<file path="config.mk">
export PLATFORM = sky130hd
export DESIGN_NAME = mcu_core_p
export DESIGN_NICKNAME = d
export VERILOG_FILES = /design/src/rtl/mcu_pkg.sv /design/src/rtl/mcu_alu.sv /design/src/rtl/mcu_core_p.sv
export SDC_FILE = /design/constraint.sdc
export NUM_CORES = 2
export LEC_CHECK = 0
export CORE_ASPECT_RATIO = 1.25
export CORE_MARGIN = 2
export CORE_UTILIZATION = 40
export DETAILED_ROUTE_END_ITERATION = 10
export SLEW_MARGIN = 5
export SYNTH_ARGS = -nofsm -noshare
export SYNTH_HDL_FRONTEND = slang
export SYNTH_SLANG_ARGS = --single-unit
</file>
<file path="constraint.sdc">
create_clock -name clk -period 7 [get_ports clk]
set_clock_uncertainty 0.1 [all_clocks]
set_input_delay 1.05 -clock clk [delete_from_list [all_inputs] [get_ports clk]]
set_output_delay 1.05 -clock clk [all_outputs]
set_load 0.005 [all_outputs]
</file>
<file path="src/rtl/mcu_pkg.sv">
// ============================================================================
//  Module      : mcu_pkg
//  Description : Opcodes, sequencer state type and instruction-width helper
//                shared by the mcu_core_p design files.
//  Revision    : 1.0 - initial release
// ============================================================================
`default_nettype none

package mcu_pkg;

    localparam logic [3:0] OP_NOP  = 4'd0;
    localparam logic [3:0] OP_LDI  = 4'd1;
    localparam logic [3:0] OP_ADDI = 4'd2;
    localparam logic [3:0] OP_SUBI = 4'd3;
    localparam logic [3:0] OP_ANDI = 4'd4;
    localparam logic [3:0] OP_ORI  = 4'd5;
    localparam logic [3:0] OP_XORI = 4'd6;
    localparam logic [3:0] OP_LD   = 4'd7;
    localparam logic [3:0] OP_ST   = 4'd8;
    localparam logic [3:0] OP_ADD  = 4'd9;
    localparam logic [3:0] OP_SUB  = 4'd10;
    localparam logic [3:0] OP_JMP  = 4'd11;
    localparam logic [3:0] OP_JZ   = 4'd12;
    localparam logic [3:0] OP_JC   = 4'd13;
    localparam logic [3:0] OP_OUT  = 4'd14;
    localparam logic [3:0] OP_HALT = 4'd15;

    typedef enum logic [2:0] {
        ST_LOAD   = 3'd0,
        ST_FETCH  = 3'd1,
        ST_DECODE = 3'd2,
        ST_EXEC   = 3'd3,
        ST_HALT   = 3'd4
    } mcu_state_t;

    // Instruction word = 4-bit opcode above a DATA_W-bit immediate.
    function automatic int calc_iw(input int data_w);
        return data_w + 4;
    endfunction

endpackage

`default_nettype wire

</file>
<file path="src/rtl/mcu_alu.sv">
// ============================================================================
//  Module      : mcu_alu
//  Description : Combinational ALU: result, Z/C flags and accumulator-write
//                decode for one opcode.
//  Revision    : 1.0 - initial release
// ============================================================================
`default_nettype none

module mcu_alu
    import mcu_pkg::*;
#(
    parameter int DATA_W = 8
) (
    input  logic [3:0]        op_i,
    input  logic [DATA_W-1:0] acc_i,
    input  logic [DATA_W-1:0] operand_i,
    input  logic              c_i,
    output logic [DATA_W-1:0] result_o,
    output logic              z_o,
    output logic              c_o,
    output logic              acc_we_o
);

    logic [DATA_W:0] w_sum;
    logic [DATA_W:0] w_diff;

    assign w_sum  = {1'b0, acc_i} + {1'b0, operand_i};
    // The extra top bit of the difference is the unsigned borrow.
    assign w_diff = {1'b0, acc_i} - {1'b0, operand_i};

    always_comb begin
        result_o = acc_i;
        c_o      = c_i;
        acc_we_o = 1'b0;
        case (op_i)
            OP_LDI, OP_LD: begin
                result_o = operand_i;
                acc_we_o = 1'b1;
            end
            OP_ADDI, OP_ADD: begin
                result_o = w_sum[DATA_W-1:0];
                c_o      = w_sum[DATA_W];
                acc_we_o = 1'b1;
            end
            OP_SUBI, OP_SUB: begin
                result_o = w_diff[DATA_W-1:0];
                c_o      = w_diff[DATA_W];
                acc_we_o = 1'b1;
            end
            OP_ANDI: begin
                result_o = acc_i & operand_i;
                c_o      = 1'b0;
                acc_we_o = 1'b1;
            end
            OP_ORI: begin
                result_o = acc_i | operand_i;
                c_o      = 1'b0;
                acc_we_o = 1'b1;
            end
            OP_XORI: begin
                result_o = acc_i ^ operand_i;
                c_o      = 1'b0;
                acc_we_o = 1'b1;
            end
            default: ;
        endcase
    end

    assign z_o = (result_o == '0);

endmodule

`default_nettype wire

</file>
<file path="src/rtl/mcu_core_p.sv">
// ============================================================================
//  Module      : mcu_core_p
//  Description : Parametrised three-cycle Harvard microcontroller with a
//                streaming program loader, HALT and a strobed output port.
//  Revision    : 1.0 - initial release
// ============================================================================
`default_nettype none

module mcu_core_p
    import mcu_pkg::*;
#(
    parameter int  DATA_W     = 8,
    parameter int  PMEM_DEPTH = 256,
    parameter int  DMEM_DEPTH = 16,
    localparam int PC_W       = $clog2(PMEM_DEPTH),
    localparam int DA_W       = $clog2(DMEM_DEPTH),
    localparam int IW         = calc_iw(DATA_W)
) (
    input  logic              clk,
    input  logic              rst,
    input  logic              ld_valid,
    input  logic [IW-1:0]     ld_data,
    input  logic              ld_last,
    output logic              ld_ready,
    output logic [DATA_W-1:0] out_data,
    output logic              out_valid,
    output logic              halted,
    output logic [PC_W-1:0]   pc
);

    if (PC_W > DATA_W) begin : g_bad_params
        $error("mcu_core_p: PMEM_DEPTH needs more address bits than DATA_W");
    end

    localparam logic [PC_W-1:0] LAST_ADDR = PC_W'(PMEM_DEPTH - 1);

    logic [IW-1:0]     pmem [PMEM_DEPTH];
    logic [DATA_W-1:0] dmem [DMEM_DEPTH];

    mcu_state_t        state_q, state_d;
    logic [PC_W-1:0]   ld_addr_q, ld_addr_d;
    logic [PC_W-1:0]   pc_q, pc_d;
    logic [DATA_W-1:0] acc_q, acc_d;
    logic              z_q, z_d;
    logic              c_q, c_d;
    logic [DATA_W-1:0] out_data_q, out_data_d;
    logic              out_valid_q, out_valid_d;
    logic              ld_ready_q;
    logic              halted_q;
    logic [IW-1:0]     ir_q;
    logic [DATA_W-1:0] dr_q;

    logic              pmem_we;
    logic              dmem_we;
    logic [3:0]        w_op;
    logic [DATA_W-1:0] w_imm;
    logic [DA_W-1:0]   w_daddr;
    logic [PC_W-1:0]   w_pc_inc;
    logic [DATA_W-1:0] w_operand;
    logic [DATA_W-1:0] w_alu_result;
    logic              w_alu_z;
    logic              w_alu_c;
    logic              w_alu_we;

    assign w_op     = ir_q[IW-1:DATA_W];
    assign w_imm    = ir_q[DATA_W-1:0];
    assign w_daddr  = w_imm[DA_W-1:0];
    assign w_pc_inc = (pc_q == LAST_ADDR) ? '0 : pc_q + PC_W'(1);
    assign w_operand = (w_op == OP_LD || w_op == OP_ADD || w_op == OP_SUB) ? dr_q : w_imm;

    mcu_alu #(
        .DATA_W (DATA_W)
    ) u_alu (
        .op_i      (w_op),
        .acc_i     (acc_q),
        .operand_i (w_operand),
        .c_i       (c_q),
        .result_o  (w_alu_result),
        .z_o       (w_alu_z),
        .c_o       (w_alu_c),
        .acc_we_o  (w_alu_we)
    );

    always_comb begin
        state_d     = state_q;
        ld_addr_d   = ld_addr_q;
        pc_d        = pc_q;
        acc_d       = acc_q;
        z_d         = z_q;
        c_d         = c_q;
        out_data_d  = out_data_q;
        out_valid_d = 1'b0;
        pmem_we     = 1'b0;
        dmem_we     = 1'b0;
        unique case (state_q)
            ST_LOAD: begin
                if (ld_valid && ld_ready_q) begin
                    pmem_we   = 1'b1;
                    ld_addr_d = ld_addr_q + PC_W'(1);
                    if (ld_last || ld_addr_q == LAST_ADDR) begin
                        state_d = ST_FETCH;
                        pc_d    = '0;
                        acc_d   = '0;
                        z_d     = 1'b0;
                        c_d     = 1'b0;
                    end
                end
            end
            ST_FETCH:  state_d = ST_DECODE;
            ST_DECODE: state_d = ST_EXEC;
            ST_EXEC: begin
                state_d = ST_FETCH;
                pc_d    = w_pc_inc;
                if (w_alu_we) begin
                    acc_d = w_alu_result;
                    z_d   = w_alu_z;
                    c_d   = w_alu_c;
                end
                case (w_op)
                    OP_JMP: pc_d = w_imm[PC_W-1:0];
                    OP_JZ:  if (z_q) pc_d = w_imm[PC_W-1:0];
                    OP_JC:  if (c_q) pc_d = w_imm[PC_W-1:0];
                    OP_ST:  dmem_we = 1'b1;
                    OP_OUT: begin
                        out_data_d  = acc_q;
                        out_valid_d = 1'b1;
                    end
                    OP_HALT: begin
                        state_d = ST_HALT;
                        pc_d    = pc_q;
                    end
                    default: ;
                endcase
            end
            ST_HALT: ;
            default: state_d = ST_LOAD;
        endcase
    end

    always_ff @(posedge clk) begin
        if (rst) begin
            state_q     <= ST_LOAD;
            ld_addr_q   <= '0;
            pc_q        <= '0;
            acc_q       <= '0;
            z_q         <= 1'b0;
            c_q         <= 1'b0;
            out_data_q  <= '0;
            out_valid_q <= 1'b0;
            ld_ready_q  <= 1'b1;
            halted_q    <= 1'b0;
        end else begin
            state_q     <= state_d;
            ld_addr_q   <= ld_addr_d;
            pc_q        <= pc_d;
            acc_q       <= acc_d;
            z_q         <= z_d;
            c_q         <= c_d;
            out_data_q  <= out_data_d;
            out_valid_q <= out_valid_d;
            ld_ready_q  <= (state_d == ST_LOAD);
            halted_q    <= (state_d == ST_HALT);
        end
    end

    // Memories are never reset; a reset cycle only suppresses writes.
    always_ff @(posedge clk) begin
        if (pmem_we && !rst) pmem[ld_addr_q] <= ld_data;
        if (dmem_we && !rst) dmem[w_daddr] <= acc_q;
        if (state_q == ST_FETCH)  ir_q <= pmem[pc_q];
        if (state_q == ST_DECODE) dr_q <= dmem[w_daddr];
    end

    assign ld_ready  = ld_ready_q;
    assign out_data  = out_data_q;
    assign out_valid = out_valid_q;
    assign halted    = halted_q;
    assign pc        = pc_q;

endmodule

`default_nettype wire

</file>
==> results by group <==
Clocking
  • Clk root buf: clkbuf_16
  • Post-cts sizing count: 0
  • CTS Hold Bufs: 0
  • CTS H-tree lvls: 5
  • Worst-path clk slew: 0.06 ns
  • Num CTS Buffers: roughly 310
  • Worst-case clock buffer depth: 4
  • Clk Latency, worst-skew pair: just under 0.9 ns
  • Clock Sink Count: 3260
  • CTS tree: built
  • Post-CTS Setup Inserts: 0

Timing
  • Worst slew pin tran: 1.30 ns
  • Setup Viol. Count Final: 0
  • Fmax achieved: 195 MHz
  • Fin. Hold Viols: 0
  • Final Worst Setup Slack: approximately 1.9 ns
  • Tcrit/Tclk final: 0.733
  • Fin. max-slew vios: 0
  • RSZ-0062 raised after global routing: no
  • Slew HR: 0.131
  • Post-route minimum period: 5.13 ns
  • Setup_tns: 0 ns

Power
  • Switch Pwr: 8.02 mW
  • Maximum vdd drop: approximately 0.00021 V
  • Pint: between 30 and 40 mW
  • Reg power frac: 0.546
  • Clock share of power: 0.430
  • Net Sw Frac: 0.204
  • P_leak: 42.8 nW
  • Power density cells: 275 mW/mm²
  • Total power: 39.3 mW
  • Comb power frac: 0.024

Logic synthesis
  • Post-synth EDFFs: 3220
  • Mapped Cells: 5762
  • Yosys reg bits: 3260
  • Avg Synthesized Cell Area: 22.0 µm²
  • Sequential area share after synthesis: 0.770
  • Cells taking the most area after synthesis: edfxtp_1 (76%), mux4_2 (15%), nor2_1 (1.0%), a22oi_1 (0.72%), dfxtp_1 (0.63%)
  • Ys async rst share: 0
  • Number of distinct library cells after synthesis: 78
  • Yosys top cell by area: edfxtp_1
  • Post-Syn Nets: 5809
  • Yosys warns: 0
  • Ys flop type: edfxtp_1
  • Synthesized cell area: 0.127 mm²
  • Yosys top cell area share: 0.764

Route
  • DRC violations left: 0
  • WL/cell: 31.5 µm
  • Vias per inst: 5.83
  • Final antenna-violating net count: 0
  • DR vias: 61100
  • Pre-Repair DR Iteration Count: 8
  • Initial detailed-routing violation count: 6831
  • Total Wirelength: between 300 and 400 mm

Final layout
  • NumNets Final: 6102
  • Layout area overhead: 13.0%
  • Share of layout cells above drive strength 1: 0.269

Placed design
  • RD Place Congestion: 0.891
  • Pre-CTS WS: 1.19 ns
  • DP Wirelength: 202 mm
  • Port buffer count: 34

Setup path
  • Worst reg-to-reg setup slack: around 1.9 ns
  • Crit path largest cell delay: 1.00 ns
  • Crit path from: ir_q[8]
  • CP Cell Sequence: and2b_1 > a221oi_4 > mux2i_1 > inv_1 > ha_1 > inv_1 > fa_1 > nand2b_1 > nand4b_1 > a21oi_1 > a2111oi_0 > o211ai_1 > or4_1 > o31ai_2
  • Slowest stage cell, crit path: edfxtp_1
  • Reg2Reg Depth: 14
  • Cell mode on critical path: inv_1
  • Worst Setup End Kind: flop
  • CP Launch Type: flop
  • Critical Path RT: a little under 8 ns
  • Worst R2R Start: ir_q[8]
  • Critical path type: flop to flop
  • WP data arrival: 5.82 ns
  • Critical R2R Capture: z_q
  • Critical path fanouts, max: 31
  • Critical path endpoint: z_q

Global routing
  • Largest net degree at the start of global routing: 197
  • Vias in the first global route: ~62000
  • GR Overflow Total: 0
  • First-pass GRT wire length: 471 mm
  • Initial antenna violation count: 4
  • Gr usage total: 0.204

Min path
  • Hold crit path type: flop to flop

Floorplanning
  • Starting Density: 0.403
  • Width of the die: 507 µm
  • CORE AREA: ~0.31 mm²
  • Die Area: 0.321 mm²
  • Die height: 633 µm
  • IO Pins: 35
  • Row Count: between 200 and 250

Run
  • # Max-Cap Violations: 0

Run status
  • Status: finished clean
## cell usage after synthesis (8+ instances only)
cell         n
a22oi_1    122
a21o_1       9
a221oi_1    60
mux2i_1     59
nand2b_1    18
ha_1        29
o221ai_1    20
o211ai_1     8
a221o_1      9
o22ai_1     45
and2_1      10
buf_2      116
buf_4       35
a31oi_1     12
buf_6       35
clkbuf_1   132
buf_1       29
inv_1       24
or2_2       20
nand4_1     10
o21ai_0     35
mux4_2     847
nor2_1     338
o21ai_1     20
a21oi_1     95
nand3_1     38
a22o_1      53
a221oi_2    21
nor3_1      45
edfxtp_1  3220
nand2_1     77
dfxtp_1     40
nor2b_1     26
## flip-flops by register name, indices dropped and copies added, names as in the netlist, 8 cells and up
name and count:
out_data 8, dr_q 8, acc_q 8, pmem 3072, ld_addr_q 8, ir_q 12, dmem 128, pc 8
## per-layer routing
layer | GRT usage | part of all wire | wire length (µm) | up-vias
li1 | - | - | - | 25000
met1 | 0.261 | 0.38 | 126000 | 32900
met2 | 0.344 | 0.50 | 166000 | 2670
met3 | 0.0322 | 0.069 | 22900 | 560
met4 | 0.0876 | 0.047 | 15700 | 2
met5 | 0 | 0.000039 | 13 | -
## power by group through the flow
stage / Sequential (mW) / Combinational [mW] / Clock, mW
after floorplan: 21.9 / 0.400 / 0
after global placement: 21.9 / 0.927 / 0
after detailed placement: 21.9 / 0.948 / 0
after CTS: 21.5 / 0.948 / 17.2
after global routing: 21.5 / 0.995 / 17.9
final: 21.5 / 0.937 / 16.9
## final cells by class
type                       instances  area (µm²)
fill                           25900      171000
sequential                      3260       97500
multi-input combinational       2125       27200
clock buffer                     380        8330
tap                             4176        5230
timing repair buffer             327        2930
clock inverter                   182        1770
inverter                          27         101
antenna                            2        5.00
## stage by stage
step	util	cell area (µm²)	cells	hold slack [ns]
final	0.455	143000	10500	0.399
after CTS	0.455	143000	10500	0.408
after detailed placement	0.423	133000	9915	0.393
after global routing	0.455	143000	10500	0.452
after global placement	0.423	133000	9915	0.385
after floorplan	-	127000	5762	0.375
## worst max-delay path, delay by kind of cell (launching register included)
kind | cells | cell delay, ns
compound gates | 5 | 1.71
fa+ha+maj | 2 | 0.66
buf+inv | 2 | 0.23
flops | 1 | 1.00
mux | 1 | 0.24
simple gates | 4 | 1.11
## cell families (layout without fill, tap and decap cells)
kind of cell / count (synthesis) / after routing / synth area share
compound gates: 556 / 556 / 0.0327
xor+xnor: 13 / 13 / 0.000899
fa+ha+maj: 31 / 31 / 0.00318
buf+inv: 377 / 916 / 0.0155
flops: 3260 / 3260 / 0.770
mux: 914 / 914 / 0.156
other cells: 0 / 2 / 0
simple gates: 611 / 611 / 0.0215
## worst min path at each step
stage,start,endpoint,slack [ns],cells past startpoint
2_1_floorplan,z_q,z_q,0.37,2
3_3_place_gp,out_data[5],out_data[5],0.38,2
3_5_place_dp,out_data[2],out_data[2],0.39,2
4_1_cts,out_data[2],out_data[2],0.41,2
5_1_grt,out_data[1],out_data[1],0.45,2
6_report,out_data[2],out_data[2],0.40,2
## placed cells by master (no fill, tap or decap), drive strengths merged, types with 38 or more instances in the layout
| cell type | count |
|---|---|
| edfxtp | 3220 |
| mux4 | 847 |
| clkbuf | 380 |
| nor2 | 338 |
| buf | 306 |
| a22oi | 122 |
| clkinv | 119 |
| a21oi | 95 |
| a221oi | 82 |
| nand2 | 77 |
| mux2i | 59 |
| o21ai | 56 |
| a22o | 53 |
| o22ai | 45 |
| nor3 | 45 |
| dfxtp | 40 |
| nand3 | 38 |
| inv | 38 |
Note: power is estimated with default switching activity, not from simulation.
